File: config.mk
export PLATFORM = sky130hd
export DESIGN_NAME = sps_match_ctrl_flat
export DESIGN_NICKNAME = d
export VERILOG_FILES = /design/src/rtl/sps_pkg.sv /design/src/rtl/sps_match_ctrl_if.sv /design/src/rtl/sps_lfsr.sv /design/src/rtl/sps_match_ctrl.sv /design/src/flat_wrapper.sv
export SDC_FILE = /design/constraint.sdc
export NUM_CORES = 1
export LEC_CHECK = 0
export CAP_MARGIN = 30
export CORE_MARGIN = 3
export CORE_UTILIZATION = 52
export DETAILED_ROUTE_END_ITERATION = 8
export HOLD_SLACK_MARGIN = 0.1
export PLACE_DENSITY = 0.87
export SYNTH_ARGS = -nofsm -noshare
export SYNTH_HDL_FRONTEND = slang
export SYNTH_SLANG_ARGS = --single-unit
File: constraint.sdc
create_clock -name clk -period 2.3 [get_ports clk]
set_clock_uncertainty 0.2 [all_clocks]
set_input_delay 0.46 -clock clk [delete_from_list [all_inputs] [get_ports clk]]
set_output_delay 0.46 -clock clk [all_outputs]
set_load 0.02 [all_outputs]
File: src/rtl/sps_pkg.sv
// Shared types and constants for the stone/paper/scissors match controller.
package sps_pkg;

    typedef enum logic [1:0] {
        MV_STONE    = 2'b00,
        MV_PAPER    = 2'b01,
        MV_SCISSORS = 2'b10,
        MV_INVALID  = 2'b11
    } move_e;

    typedef enum logic [1:0] {
        WIN_TIE     = 2'b00,
        WIN_P1      = 2'b01,
        WIN_P2      = 2'b10,
        WIN_INVALID = 2'b11
    } winner_e;

    typedef enum logic [2:0] {
        ST_IDLE    = 3'd0,
        ST_COLLECT = 3'd1,
        ST_ISSUE   = 3'd2,
        ST_WAIT    = 3'd3,
        ST_SCORE   = 3'd4,
        ST_DONE    = 3'd5
    } state_e;

    localparam int unsigned LFSR_W    = 8;
    localparam logic [7:0]  LFSR_SEED = 8'hA5;

    // Fold an LFSR value onto the three legal moves (never MV_INVALID).
    function automatic logic [1:0] lfsr_mod3(input logic [7:0] v);
        return 2'(v % 8'd3);
    endfunction

endpackage

File: src/rtl/sps_match_ctrl_if.sv
// Player, engine and status signals of the match controller.
interface sps_match_ctrl_if;
    logic       go;
    logic [1:0] p1_move;
    logic       p1_valid;
    logic [1:0] p2_move;
    logic       p2_valid;
    logic [1:0] eng_p1;
    logic [1:0] eng_p2;
    logic       eng_start;
    logic [1:0] eng_winner;
    logic [3:0] score_p1;
    logic [3:0] score_p2;
    logic [4:0] round_cnt;
    logic       busy;
    logic       match_done;
    logic [1:0] match_winner;
    logic       err;

    modport master (
        output go, p1_move, p1_valid, p2_move, p2_valid, eng_winner,
        input  eng_p1, eng_p2, eng_start, score_p1, score_p2, round_cnt,
               busy, match_done, match_winner, err
    );

    modport slave (
        input  go, p1_move, p1_valid, p2_move, p2_valid, eng_winner,
        output eng_p1, eng_p2, eng_start, score_p1, score_p2, round_cnt,
               busy, match_done, match_winner, err
    );
endinterface

File: src/rtl/sps_lfsr.sv
// 8-bit Fibonacci LFSR (taps 8,6,5,4) stepping every cycle; internal opponent source.
module sps_lfsr
    import sps_pkg::*;
(
    input  logic              clk,
    input  logic              rst,
    output logic [LFSR_W-1:0] q
);

    always_ff @(posedge clk or posedge rst) begin
        if (rst) q <= LFSR_SEED;
        else     q <= {q[6:0], q[7] ^ q[5] ^ q[4] ^ q[3]};
    end

endmodule

File: src/rtl/sps_match_ctrl.sv
// Stone/paper/scissors match controller: collects moves, drives the engine, keeps score.
// Optional SPS_LFSR_OPP_EN replaces player 2 with an internal LFSR opponent.
module sps_match_ctrl
    import sps_pkg::*;
#(
    parameter int unsigned WIN_TARGET = 3,
    parameter int unsigned RESULT_LAT = 2
) (
    input logic             clk,
    input logic             rst,
    sps_match_ctrl_if.slave bus
);

    localparam int unsigned SCORE_W = 4;
    localparam int unsigned RND_W   = 5;
    localparam int unsigned CNT_W   = 3;
    localparam logic [SCORE_W-1:0] WIN_T    = SCORE_W'(WIN_TARGET);
    localparam logic [CNT_W-1:0]   LAT_LOAD = CNT_W'(RESULT_LAT - 1);
    localparam logic [RND_W-1:0]   RND_MAX  = '1;

    state_e           state;
    logic [1:0]       p1_mv;
    logic [1:0]       p2_mv;
    logic             p1_held;
    logic             p2_held;
    logic [CNT_W-1:0] wait_cnt;

    logic       p2_src_valid_c;
    logic [1:0] p2_src_move_c;

`ifdef SPS_LFSR_OPP_EN
    logic [LFSR_W-1:0] lfsr_q;

    sps_lfsr u_lfsr (
        .clk (clk),
        .rst (rst),
        .q   (lfsr_q)
    );

    // Internal opponent always has a move ready.
    assign p2_src_valid_c = 1'b1;
    assign p2_src_move_c  = lfsr_mod3(lfsr_q);
`else
    assign p2_src_valid_c = bus.p2_valid;
    assign p2_src_move_c  = bus.p2_move;
`endif

    // A move counts as available if already latched or arriving this cycle.
    logic       p1_have_c;
    logic       p2_have_c;
    logic [1:0] p1_now_c;
    logic [1:0] p2_now_c;

    assign p1_have_c = p1_held | bus.p1_valid;
    assign p2_have_c = p2_held | p2_src_valid_c;
    assign p1_now_c  = p1_held ? p1_mv : bus.p1_move;
    assign p2_now_c  = p2_held ? p2_mv : p2_src_move_c;

    always_ff @(posedge clk or posedge rst) begin
        if (rst) begin
            state            <= ST_IDLE;
            p1_mv            <= '0;
            p2_mv            <= '0;
            p1_held          <= 1'b0;
            p2_held          <= 1'b0;
            wait_cnt         <= '0;
            bus.eng_p1       <= '0;
            bus.eng_p2       <= '0;
            bus.eng_start    <= 1'b0;
            bus.score_p1     <= '0;
            bus.score_p2     <= '0;
            bus.round_cnt    <= '0;
            bus.busy         <= 1'b0;
            bus.match_done   <= 1'b0;
            bus.match_winner <= '0;
            bus.err          <= 1'b0;
        end else begin
            bus.eng_start <= 1'b0;
            unique case (state)
                ST_IDLE, ST_DONE: begin
                    if (bus.go) begin
                        state            <= ST_COLLECT;
                        bus.score_p1     <= '0;
                        bus.score_p2     <= '0;
                        bus.round_cnt    <= '0;
                        bus.err          <= 1'b0;
                        bus.busy         <= 1'b1;
                        bus.match_done   <= 1'b0;
                        bus.match_winner <= '0;
                        p1_held          <= 1'b0;
                        p2_held          <= 1'b0;
                    end
                end
                ST_COLLECT: begin
                    if (bus.p1_valid && !p1_held) begin
                        p1_mv   <= bus.p1_move;
                        p1_held <= 1'b1;
                    end
                    if (p2_src_valid_c && !p2_held) begin
                        p2_mv   <= p2_src_move_c;
                        p2_held <= 1'b1;
                    end
                    if (p1_have_c && p2_have_c) begin
                        state         <= ST_ISSUE;
                        bus.eng_start <= 1'b1;
                        bus.eng_p1    <= p1_now_c;
                        bus.eng_p2    <= p2_now_c;
                    end
                end
                ST_ISSUE: begin
                    state    <= ST_WAIT;
                    wait_cnt <= LAT_LOAD;
                end
                ST_WAIT: begin
                    // Engine result is taken on the last WAIT cycle and is visible in SCORE.
                    if (wait_cnt == '0) begin
                        state <= ST_SCORE;
                        if (bus.round_cnt != RND_MAX) bus.round_cnt <= bus.round_cnt + RND_W'(1);
                        case (bus.eng_winner)
                            WIN_P1:      if (bus.score_p1 != WIN_T) bus.score_p1 <= bus.score_p1 + SCORE_W'(1);
                            WIN_P2:      if (bus.score_p2 != WIN_T) bus.score_p2 <= bus.score_p2 + SCORE_W'(1);
                            WIN_INVALID: bus.err <= 1'b1;
                            default:     ;
                        endcase
                    end else begin
                        wait_cnt <= wait_cnt - CNT_W'(1);
                    end
                end
                ST_SCORE: begin
                    p1_held <= 1'b0;
                    p2_held <= 1'b0;
                    if (bus.score_p1 == WIN_T || bus.score_p2 == WIN_T) begin
                        state            <= ST_DONE;
                        bus.busy         <= 1'b0;
                        bus.match_done   <= 1'b1;
                        bus.match_winner <= (bus.score_p1 == WIN_T) ? WIN_P1 : WIN_P2;
                    end else begin
                        state <= ST_COLLECT;
                    end
                end
                default: state <= ST_IDLE;
            endcase
        end
    end

endmodule

File: src/flat_wrapper.sv
// flat-port wrapper written by rule: the top's interface ports become plain ports
module sps_match_ctrl_flat import sps_pkg::*;
#(
    parameter int unsigned WIN_TARGET = 3,
    parameter int unsigned RESULT_LAT = 2
)
  (clk, rst, bus_go, bus_p1_move, bus_p1_valid, bus_p2_move, bus_p2_valid, bus_eng_winner, bus_eng_p1, bus_eng_p2, bus_eng_start, bus_score_p1, bus_score_p2, bus_round_cnt, bus_busy, bus_match_done, bus_match_winner, bus_err);
  sps_match_ctrl_if bus_i ();
  input logic clk;
  input logic rst;
  input wire logic [$bits(bus_i.go)-1:0] bus_go;
  input wire logic [$bits(bus_i.p1_move)-1:0] bus_p1_move;
  input wire logic [$bits(bus_i.p1_valid)-1:0] bus_p1_valid;
  input wire logic [$bits(bus_i.p2_move)-1:0] bus_p2_move;
  input wire logic [$bits(bus_i.p2_valid)-1:0] bus_p2_valid;
  input wire logic [$bits(bus_i.eng_winner)-1:0] bus_eng_winner;
  output wire logic [$bits(bus_i.eng_p1)-1:0] bus_eng_p1;
  output wire logic [$bits(bus_i.eng_p2)-1:0] bus_eng_p2;
  output wire logic [$bits(bus_i.eng_start)-1:0] bus_eng_start;
  output wire logic [$bits(bus_i.score_p1)-1:0] bus_score_p1;
  output wire logic [$bits(bus_i.score_p2)-1:0] bus_score_p2;
  output wire logic [$bits(bus_i.round_cnt)-1:0] bus_round_cnt;
  output wire logic [$bits(bus_i.busy)-1:0] bus_busy;
  output wire logic [$bits(bus_i.match_done)-1:0] bus_match_done;
  output wire logic [$bits(bus_i.match_winner)-1:0] bus_match_winner;
  output wire logic [$bits(bus_i.err)-1:0] bus_err;
  assign bus_i.go = bus_go;
  assign bus_i.p1_move = bus_p1_move;
  assign bus_i.p1_valid = bus_p1_valid;
  assign bus_i.p2_move = bus_p2_move;
  assign bus_i.p2_valid = bus_p2_valid;
  assign bus_i.eng_winner = bus_eng_winner;
  assign bus_eng_p1 = bus_i.eng_p1;
  assign bus_eng_p2 = bus_i.eng_p2;
  assign bus_eng_start = bus_i.eng_start;
  assign bus_score_p1 = bus_i.score_p1;
  assign bus_score_p2 = bus_i.score_p2;
  assign bus_round_cnt = bus_i.round_cnt;
  assign bus_busy = bus_i.busy;
  assign bus_match_done = bus_i.match_done;
  assign bus_match_winner = bus_i.match_winner;
  assign bus_err = bus_i.err;
  sps_match_ctrl #(.WIN_TARGET(WIN_TARGET), .RESULT_LAT(RESULT_LAT)) u_core (.clk(clk), .rst(rst), .bus(bus_i));
endmodule
==> impl_metrics.yaml <==
run_status:
  status: "complete, no violations"
worst_setup_path:
  crit_required_ns: 2.33
  critPathKind: "reg -> reg"
  r2r_end: "u_core.bus.score_p1[1]"
  worst_setup_path_end_kind: "flop"
  cpPeakStageDelay_ns: 0.43
  cp_max_fo: 8
  cpMostUsedCell: "ha_1"
  r2r-start: "u_core.wait_cnt[0]"
  cp.arrival_ns: 2.13
  crit_path_end: "u_core.bus.score_p1[1]"
  crit_chain: "inv_1, ha_1, ha_1, and4b_1, a21oi_1, a211o_1"
  ff2ff_path_depth: 6
  cp-startpoint: "u_core.wait_cnt[0]"
  worst_path_max_delay_cell: "a21oi_1"
  cp-start-kind: "flop"
  r2r_slack_ns: 0.19
power:
  power.density_mw_per_mm2: 1390
  power.leakage_nw: 1.09
  vdd_ir_drop_max_mv: 0.595
route:
  ant_nets: 0
  drcViolationCount: 0
  wl_mm: 3.96
  drt_pre_antenna_iters: 4
  via_per_inst: 5.87
  drt-initial-drc-count: 75
  post_drt_wl_per_cell_um: 15.5
  num_vias: 1496
grt:
  grt_use_total_pct: 19.8
  first_global_vias: 1484
  grt_max_degree: 36
  grt_pass1_wl_mm: 6.61
  overflow: 0
  antenna_found_initial: 0
worst_hold_path:
  min_path_type: "reg -> reg"
  worstHoldPathCells: 1
finish:
  stdcell_area_mm2: 0.00235
  stdcell_count: 255
  multi_input_area_um2: 937
  nNetsFinal: 225
  regArea_um2: 876
  area_growth_syn_to_layout_pct: 23.3
  antennaDiodeCount: 0
  fillers: 260
  layout_commonest_cell: "dfrtp_1"
  layout_common_cells: "dfrtp_1 (35), clkdlybuf4s50_1 (33), o21ai_0 (14)"
  drive_gt1_share_pct: 12.9
sta:
  fmax_mhz: 475
  rsz0062_at_grt: "false"
  hold_violations: 0
  finalMaxSlewViolations: 0
  setup_viol: 0
  relSlewSlack_pct: 61.8
  fin_crit_sh_pct: 91.6
  setup_tns_ns: 0
  worstMarginPinSlew_ns: 0.571
  fin_crit_ns: 2.11
synthesis:
  synth_warnings: 0
  ys_async_sr_fraction_pct: 100
  synth.distinct_cells: 47
  synth-seq-cells: 35
  syn_area_mm2: 0.00191
  synth_edf_count: 0
  synth_top_family_by_area: "compound AO/OA/AOI/OAI gates"
  netlist.area_leader.share_pct: 45.9
  synth_top_area_cell: "dfrtp_1"
  synth.area.top_cells: "dfrtp_1 (46%), mux2_2 (7.1%), ha_1 (3.9%)"
  synth-seq-area-share_pct: 45.9
  syn-num-nets: 190
  synth_ff_type: "dfrtp_1"
  synthMuxAreaShare_pct: 8.13
  synth_xor_area_share_pct: 0.918
  netlist_instances: 173
  syn_area_per_cell_um2: 11.0
  synthSimpleGateAreaFrac_pct: 17.3
  synth_adder_area_share_pct: 3.93
  synth_compound_area_share_pct: 18.8
place:
  postPlaceCellArea_mm2: 0.00227
  io_buffers: 33
  placedCellCount: 247
  dpl.hpwl_mm: 2.83
  globalplace.congestion: 0.809
clocking:
  postCtsSetupBuffers: 0
  clock_sinks: 35
  clk_pin_slew_worst_paths_ns: 0.07
  cts.path.max_buffers: 2
  cts_buffers: 5
  cts_resized: 0
  ctsRootBufferMaster: "clkbuf_8"
  cts_tree: "built"
  ctsHoldBuffers: 0
  clkLatencyLatePin_ns: 0.29
  cts_htree_levels: 2
floorplanning:
  core.rowCount: 21
  core_mm2: 0.00344
  initial_core_util_pct: 55.4
  io_pins: 34
  die_height_um: 66.6
  floorplan.die.width_um: 66.6
  die_area_mm2: 0.00443
job:
  maxCapViolations: 0
[logic make-up (layout without fill, tap and decap cells)]
logic type	Yosys count	in the layout
adder cells (fa/ha/maj)	6	6
AO/OA/AOI/OAI	47	47
XOR/XNOR	2	2
buffers and inverters	21	57
multiplexers	14	14
flip-flops	35	35
AND/OR/NAND/NOR	48	48
[cell usage after synthesis, types with 2 or more instances]
master / count
nor2_1: 4
mux2_2: 12
nand2_1: 7
o211a_1: 6
dfrtp_1: 35
a31oi_1: 5
o21ai_0: 14
nand2b_1: 6
a22o_1: 4
nor4b_1: 2
a21oi_1: 2
ha_1: 6
buf_1: 2
mux2i_1: 2
inv_1: 13
nor2b_1: 2
nand3b_1: 3
and3_1: 2
o41a_1: 2
nor4_1: 4
buf_2: 3
nor3b_1: 2
a211o_1: 7
nand3_1: 5
[area by class of cell]
class | count | share of cell area [%]
inverter | 13 | 2.07
clock inverter | 1 | 0.213
sequential | 35 | 37.2
clock buffer | 7 | 3.24
multi-input combinational | 117 | 39.8
tap | 46 | 2.45
timing repair buffer | 36 | 15.0
[registers in the layout, summed over array words and instances (netlist names), 2 cells and up]
signal and flops:
u_core.wait_cnt 3, u_core.p1_mv 2, u_core.bus.score_p1 4, u_core.bus.eng_p2 2
u_core.bus.round_cnt 5, u_core.state 3, u_core.p2_mv 2, u_core.bus.score_p2 4
u_core.bus.match_winner 2, u_core.bus.eng_p1 2
[worst max-delay path: cells and delay by family, from the launching register on]
family	cells	cell delay (ns)
AND/OR/NAND/NOR	1	0.26
flip-flops	1	0.38
buffers and inverters	1	0.06
AO/OA/AOI/OAI	2	0.63
adder cells (fa/ha/maj)	2	0.52
[where the power goes]
group          switching, mW  leakage, nW  internal [mW]
clock network          0.210       0.0422          0.212
registers              0.318        0.438          0.884
logic                  0.804        0.610          0.840
total                   1.33         1.09           1.94
[per-stage QoR]
step                      hold WS, ns  power, mW  setup slack [ns]  util [%]
after detailed placement        0.274       2.85             0.233      66.0
final                           0.302       3.27             0.193      68.4
after CTS                       0.294       3.28             0.213      68.4
after global routing            0.317       3.48            0.0675      68.4
after global placement          0.273       2.75             0.270      66.0
after floorplan                 0.256       2.30             0.343         -
[per-layer routing]
layer | GRT usage [%] | share of wire, % | vias to the layer above
met1 | 23.9 | 44 | 743
met3 | 3.71 | 3.0 | 7
met4 | 8.38 | 2.0 | 0
met5 | 0 | 0 | -
li1 | - | - | 710
met2 | 34.4 | 51 | 36
[how the worst min path moves through the flow]
stage / start / endpoint / slack [ns]
6_report: u_core.wait_cnt[1] / u_core.wait_cnt[1] / 0.30
5_1_grt: u_core.wait_cnt[1] / u_core.wait_cnt[1] / 0.32
4_1_cts: u_core.wait_cnt[1] / u_core.wait_cnt[1] / 0.29
3_5_place_dp: u_core.wait_cnt[1] / u_core.wait_cnt[1] / 0.27
3_3_place_gp: u_core.wait_cnt[1] / u_core.wait_cnt[1] / 0.27
2_1_floorplan: u_core.wait_cnt[1] / u_core.wait_cnt[1] / 0.26
(Power assumes the default switching activity.)
